--- config.mk ---
export PLATFORM = sky130hd
export DESIGN_NAME = hyst_ctrl
export DESIGN_NICKNAME = d
export VERILOG_FILES = /design/src/rtl/hyst_ctrl.sv
export SDC_FILE = /design/constraint.sdc
export NUM_CORES = 1
export LEC_CHECK = 0
export CORE_MARGIN = 5
export CORE_UTILIZATION = 44
export DETAILED_ROUTE_END_ITERATION = 6
export PLACE_DENSITY = 0.85
export SYNTH_ARGS = -nofsm -noshare
export SYNTH_HDL_FRONTEND = slang
export SYNTH_SLANG_ARGS = --single-unit
--- constraint.sdc ---
create_clock -name clk -period 3 [get_ports clk]
set_input_delay 0.9 -clock clk [delete_from_list [all_inputs] [get_ports clk]]
set_output_delay 0.9 -clock clk [all_outputs]
set_load 0.02 [all_outputs]
--- src/rtl/hyst_ctrl.sv ---
// Frame sequencer for the hysteresis threshold stage.
// Feeds per-pixel (angle, magnitude window) beats through the external
// combinational hyst datapath. It registers the 0/255 result together with
// its row/col on a 1-deep valid/ready output stage. It zeroes border pixels
// when asked to, and pulses frame_done once the last pixel of the frame has
// been taken downstream.
module hyst_ctrl #(
  parameter int WIDTH       = 320,
  parameter int HEIGHT      = 240,
  parameter int BORDER_ZERO = 1,
  localparam int CW = (WIDTH  > 1) ? $clog2(WIDTH)  : 1,
  localparam int RW = (HEIGHT > 1) ? $clog2(HEIGHT) : 1
) (
  input  logic            clk,
  input  logic            rst,
  input  logic            start,
  input  logic            in_valid,
  output logic            in_ready,
  input  logic [1:0]      in_angle,
  input  logic [4:0][7:0] in_mag,
  output logic [1:0]      hyst_angle,
  output logic [4:0][7:0] hyst_mag,
  input  logic [7:0]      hyst_pixel,
  output logic            out_valid,
  input  logic            out_ready,
  output logic [7:0]      out_pixel,
  output logic [CW-1:0]   out_col,
  output logic [RW-1:0]   out_row,
  output logic            busy,
  output logic            frame_done
);

  localparam logic [CW-1:0] COL_MAX = CW'(WIDTH - 1);
  localparam logic [RW-1:0] ROW_MAX = RW'(HEIGHT - 1);

  typedef enum logic [1:0] {
    S_IDLE  = 2'd0,
    S_RUN   = 2'd1,
    S_DRAIN = 2'd2,
    S_DONE  = 2'd3
  } state_t;

  state_t          r_state, w_state_nxt;
  logic [CW-1:0]   r_col;
  logic [RW-1:0]   r_row;
  logic            r_out_valid;
  logic [7:0]      r_out_pixel;
  logic [CW-1:0]   r_out_col;
  logic [RW-1:0]   r_out_row;

  logic            w_in_ready;
  logic            w_accept;
  logic            w_take;
  logic            w_start_go;
  logic            w_last_col;
  logic            w_last_row;
  logic            w_border;
  logic            w_busy;
  logic            w_frame_done;

  // The datapath is pure combinational, so its result is consumed this cycle.
  assign hyst_angle = in_angle;
  assign hyst_mag   = in_mag;

  assign w_accept   = in_valid && w_in_ready;
  assign w_take     = r_out_valid && out_ready;
  assign w_start_go = (r_state == S_IDLE) && start;
  assign w_last_col = (r_col == COL_MAX);
  assign w_last_row = (r_row == ROW_MAX);
  assign w_border   = (BORDER_ZERO != 0) &&
                      ((r_col == '0) || w_last_col || (r_row == '0) || w_last_row);

  // State register.
  always_ff @(posedge clk or posedge rst) begin
    if (rst) r_state <= S_IDLE;
    else     r_state <= w_state_nxt;
  end

  // Next state, input handshake and status outputs.
  always_comb begin
    w_state_nxt  = r_state;
    w_in_ready   = 1'b0;
    w_busy       = 1'b0;
    w_frame_done = 1'b0;
    case (r_state)
      S_IDLE: begin
        if (start) w_state_nxt = S_RUN;
      end
      S_RUN: begin
        w_busy     = 1'b1;
        // Accept whenever the output slot is empty or being emptied now.
        w_in_ready = !r_out_valid || out_ready;
        if (w_in_ready && in_valid && w_last_col && w_last_row)
          w_state_nxt = S_DRAIN;
      end
      S_DRAIN: begin
        w_busy = 1'b1;
        if (w_take) w_state_nxt = S_DONE;
      end
      S_DONE: begin
        w_frame_done = 1'b1;
        w_state_nxt  = S_IDLE;
      end
      default: w_state_nxt = S_IDLE;
    endcase
  end

  // Raster position of the next accepted beat; wraps to 0,0 after the last one.
  always_ff @(posedge clk or posedge rst) begin
    if (rst) begin
      r_col <= '0;
      r_row <= '0;
    end else if (w_start_go) begin
      r_col <= '0;
      r_row <= '0;
    end else if (w_accept) begin
      if (w_last_col) begin
        r_col <= '0;
        r_row <= w_last_row ? '0 : r_row + 1'b1;
      end else begin
        r_col <= r_col + 1'b1;
      end
    end
  end

  // Output stage: a new accept reloads even while the old beat is being taken.
  always_ff @(posedge clk or posedge rst) begin
    if (rst) begin
      r_out_valid <= 1'b0;
      r_out_pixel <= '0;
      r_out_col   <= '0;
      r_out_row   <= '0;
    end else if (w_start_go) begin
      r_out_valid <= 1'b0;
    end else if (w_accept) begin
      r_out_valid <= 1'b1;
      r_out_pixel <= w_border ? 8'd0 : hyst_pixel;
      r_out_col   <= r_col;
      r_out_row   <= r_row;
    end else if (w_take) begin
      r_out_valid <= 1'b0;
    end
  end

  assign in_ready   = w_in_ready;
  assign out_valid  = r_out_valid;
  assign out_pixel  = r_out_pixel;
  assign out_col    = r_out_col;
  assign out_row    = r_out_row;
  assign busy       = w_busy;
  assign frame_done = w_frame_done;

endmodule

# Word-level counts from Yosys, hierarchy flattened
# Index checks and enable logic that the tools add are counted.
dict set report totals {
  regBits 45
  output_inout_bits 71
  wordCells 57
}
dict set report classes {
  n_addsub 2
  n_eq_ne 8
  muxes 18
  bitwise 1
  n_reduce_logical 21
}
# operator n
set ops {}
lappend ops {{$mux W8} 5}
lappend ops {{$mux W9} 3}
lappend ops {{$add A9 B1 Y9 const B} 1}
lappend ops {{$eq A9 B9 Y1 const B} 1}
lappend ops {{$logic_not A9 Y1} 1}
lappend ops {{$add A8 B1 Y8 const B} 1}
lappend ops {{$eq A8 B8 Y1 const B} 1}
lappend ops {{$logic_not A8 Y1} 1}
lappend ops {{$pmux W2 S4} 1}
lappend ops {{$logic_and A1 B1 Y1} 6}
lappend ops {{$mux W1} 6}
lappend ops {{$mux W2} 3}
lappend ops {{$ne A2 B2 Y1 const B} 3}
lappend ops {{$eq A2 B2 Y1 const B} 2}
lappend ops {{$logic_or A1 B1 Y1} 4}
lappend ops {{$reduce_and A2 Y1} 2}
lappend ops {{$reduce_bool A2 Y1} 2}
lappend ops {{$reduce_and A3 Y1} 1}
lappend ops {{$reduce_bool A3 Y1} 1}
lappend ops {{$eq A2 B1 Y1 const B} 1}
lappend ops {{$logic_not A2 Y1} 1}
lappend ops {{$reduce_or A2 Y1} 1}
lappend ops {{$logic_not A1 Y1} 1}
lappend ops {{$not A1 Y1} 1}

# Longest topological paths before layout
dict set report depth {
  depth_word 7
  depth_mapped 9
  depth_no_buf 6
}

# Worst setup path before layout
# Ideal clock, no wire load.
dict set report synth_timing {
  path_kind {input-to-output}
  start {input out_ready}
  end {output in_ready}
  t_arrival_ps 1451
  required_time_ps 2100
  setup_slack_ps 649
  stages 3
  path_buffers 1
  path_cell_list {nand2b_1 clkbuf_1 and2_1}
}
dict set report synth_via {
  elab_chain_len 2
}
# item line_no
set synth_lines {}
lappend synth_lines {{start: declaration} 25} ;# input logic out_ready,
lappend synth_lines {{$logic_or A1 B1 Y1} 92} ;# w_in_ready = !r_out_valid || out_ready;
lappend synth_lines {{$mux W1} 85} ;# case (r_state)
lappend synth_lines {{end: declaration} 18} ;# output logic in_ready,
# Every way passes these cells.

# Worst setup path in the final report
# Same ends and word-level chain as after synthesis.

==> results.cfg <==
[run_status]
status = finished clean

[placement]
hpwlAfterDp_mm = 3.74
dp_slack_ns = -0.142
place_congestion = 0.796
portBuffers = 41

[timing]
timing_max_transition_violations_final = 0
fin_crit_ns = 2.87
hold_viol = 0
slew_worst_pin_ns = 0.382
finalCritPeriodShare_pct = 95.6
setup_viol_count_final = 0
final.setup.worst_slack_ns = 0.133
maxClockFrequency_ghz = 0.349
clock-skew-final_ns = 0.0105
rsz0062_at_grt = false
final.setup.tns_ns = 0
max_slew_margin_pct = 74.5

[clock_tree]
post_cts.repair.setup_buffers = 0
clk_transition_reported_paths_ns = 0.08
max_root_sink_buffers = 2
cts-htree-levels = 2
root_buffer = sky130_fd_sc_hd__clkbuf_8
number_of_instances_resized_during_post_cts_repair = 1
cts.sink_count = 45
clk_latency_ns = 0.30
tritoncts.num_buffers = 5
holdBufCountCts = 0
clock_tree_from_tritoncts = yes

[final_layout]
share_of_cells_above_drive_strength_1_pct = 16.0
multiInputGateArea_sq_um = 1040
final_nets = 319
area_growth_pct = 12.3
regArea_sq_um = 1130
n_antenna_cell = 0
fillers = 510

[die]
ios = 126
fp.dieArea_sq_um = 7450
core-area_sq_um = 5570
chipWidth_um = 86.3
dieHeight_um = 86.3
std_cell_rows = 27
floorplan.initialDensity_pct = 45.9

[yosys]
netlist_instances = 250
postSynth.topFlopCell = sky130_fd_sc_hd__dfrtp_1
yosysWarningCount = 0
synth.avg_cell_area_sq_um = 10.2
synth_edf_count = 0
synthesized_netlist_net_count = 314
postSynth.asyncResetShare_pct = 100
synth.distinct_cells = 40
seq_total_area_yosys_pct = 44.0
post_synth_instance_area_sq_um = 2560
flip_flop_and_latch_count_after_synthesis = 45

[global_route]
vias_in_the_first_global_route = 1775
antenna_found_initial = 0
globalRouteTotalUtil_pct = 14.6
grt_first_pass_wirelength_mm = 8.69
grt_max_degree = 21
grt_overflow = 0

[detailed_routing]
ant_nets = 0
num_vias = 1811
routed_via_density = 5.52
average_wire_length_per_cell_after_detail_routing_um = 15.4
route.detailed.drc = 0
dr.pass1.iters = 4
wirelength_mm = 5.06
drc_marker_count_from_the_first_detailed_route_iteration = 99

[power]
pwr-share-comb_pct = 25.4
p_seq_share_pct = 46.4
p_clk_share_pct = 28.2
max-vdd-ir-drop_uv = 291
power_density_over_the_cells_nw_per_um2 = 584
p_switching_mw = 0.498
sw_frac_of_total_pct = 29.7
internal-power_mw = 1.18
power_leakage_nw = 1.24
post-layout-total-power_mw = 1.68

[flow_run]
drv.max_cap_violation_count = 0

[worst_setup_path]
worstSetupPathType = primary input to primary output
critical_path_arrival_ns = 1.97
crit_path_launch_type = primary input
required_time_worst_endpoint_ns = 2.10
crit_fanout = 2
timing.critical_path.to_type = primary output

[min_path]
hp-class = register to register
[cells in the mapped netlist, types with 5 or more instances]
cell                        count  area (sq um)
sky130_fd_sc_hd__inv_1         11          41.3
sky130_fd_sc_hd__ha_1           9           113
sky130_fd_sc_hd__mux2_2        17           191
sky130_fd_sc_hd__buf_4         43           323
sky130_fd_sc_hd__dfrtp_1       45          1130
sky130_fd_sc_hd__nand2_1       24          90.1
sky130_fd_sc_hd__o2bb2ai_1      8          70.1
sky130_fd_sc_hd__or3_1          5          31.3
sky130_fd_sc_hd__and2_1         5          31.3
sky130_fd_sc_hd__nand3_1        8          40.0
sky130_fd_sc_hd__a21oi_1       13          65.1
sky130_fd_sc_hd__o21ai_0       10          50.1
[power by group through the flow]
stage,Combinational (mW),Clock [mW],Sequential [mW]
6_report,0.427,0.474,0.780
5_1_grt,0.472,0.513,0.799
4_1_cts,0.436,0.489,0.780
3_5_place_dp,0.434,0,0.790
3_3_place_gp,0.423,0,0.789
2_1_floorplan,0.253,0,0.849
[metal layers]
| layer | GRT usage [%] | vias to the layer above | wire length [um] |
|---|---|---|---|
| met5 | 0 | - | 0 |
| met4 | 5.24 | 0 | 81 |
| met3 | 5.42 | 14 | 419 |
| met2 | 22.9 | 67 | 2420 |
| met1 | 18.5 | 871 | 2140 |
| li1 | - | 859 | - |
[worst max-delay path, stage by stage]
cell and delay [ns]:
sky130_fd_sc_hd__clkdlybuf4s50_1 0.47, sky130_fd_sc_hd__nand2b_1 0.12, sky130_fd_sc_hd__and2_1 0.14, sky130_fd_sc_hd__dlygate4sd2_1 0.34
[cell usage in the layout, fill, tap and decap left out, types with 2 or more instances in the layout]
| cell type | count |
|---|---|
| sky130_fd_sc_hd__and2_1 | 5 |
| sky130_fd_sc_hd__a21oi_1 | 13 |
| sky130_fd_sc_hd__o21ai_0 | 10 |
| sky130_fd_sc_hd__nor3_1 | 2 |
| sky130_fd_sc_hd__clkdlybuf4s50_1 | 40 |
| sky130_fd_sc_hd__o31ai_1 | 2 |
| sky130_fd_sc_hd__mux2_2 | 17 |
| sky130_fd_sc_hd__nand3_1 | 8 |
| sky130_fd_sc_hd__and3_1 | 3 |
| sky130_fd_sc_hd__nand4_1 | 4 |
| sky130_fd_sc_hd__dfrtp_1 | 45 |
| sky130_fd_sc_hd__nand2_1 | 24 |
| sky130_fd_sc_hd__clkbuf_8 | 6 |
| sky130_fd_sc_hd__buf_4 | 7 |
| sky130_fd_sc_hd__nor4_1 | 4 |
| sky130_fd_sc_hd__o2bb2ai_1 | 8 |
| sky130_fd_sc_hd__nor3b_1 | 2 |
| sky130_fd_sc_hd__ha_1 | 9 |
| sky130_fd_sc_hd__or4_1 | 4 |
| sky130_fd_sc_hd__nor2_1 | 4 |
| sky130_fd_sc_hd__inv_1 | 10 |
| sky130_fd_sc_hd__a32o_1 | 3 |
| sky130_fd_sc_hd__or3_1 | 5 |
[state kept, by name (all words and copies together), names as in the netlist]
name       flops
out_col        9
r_col          9
out_pixel      8
out_row        8
r_row          8
r_state        2
out_valid      1
[area by class of cell]
cell class	instances	area share (%)
Clock buffer	7	3.00
Clock inverter	1	1.04
Inverter	11	1.44
Multi-Input combinational cell	144	36.2
Sequential cell	45	39.1
Tap cell	72	3.13
Timing Repair Buffer	48	16.1
[worst paths after layout]
kind	startpoint	endpoint	slack, ns	cells after the start
max in group asynchronous	rst	r_row[0]	1.55	3
worst min-delay path	out_pixel[6]	out_pixel[6]	0.49	1
min in group asynchronous	rst	out_col[5]	0.89	2
worst max register to register	r_state[0]	r_state[1]	0.95	6
worst max-delay path	out_ready	in_ready	0.13	4
worst min register to register	out_pixel[6]	out_pixel[6]	0.49	1
[through the flow]
| step | util [%] | hold WS [ns] | cells | cell area [sq um] |
|---|---|---|---|---|
| CTS | 51.6 | 0.497 | 328 | 2880 |
| detailed placement | 49.5 | 0.472 | 320 | 2760 |
| global route | 51.6 | 0.526 | 328 | 2880 |
| global placement | 49.5 | 0.476 | 320 | 2760 |
| finish | 51.6 | 0.489 | 328 | 2880 |
| floorplan | - | 0.532 | 250 | 2560 |
[kinds of logic (layout without fill, tap and decap cells)]
| logic type | after synthesis | after routing | synth area share, % |
|---|---|---|---|
| AO/OA/AOI/OAI | 40 | 40 | 11.0 |
| adder cells (fa/ha/maj) | 9 | 9 | 4.40 |
| multiplexers | 19 | 19 | 8.45 |
| flip-flops | 45 | 45 | 44.0 |
| buffers and inverters | 61 | 67 | 15.4 |
| XOR/XNOR | 1 | 1 | 0.342 |
| AND/OR/NAND/NOR | 75 | 75 | 16.5 |
Power figures use the tool's default switching activity.
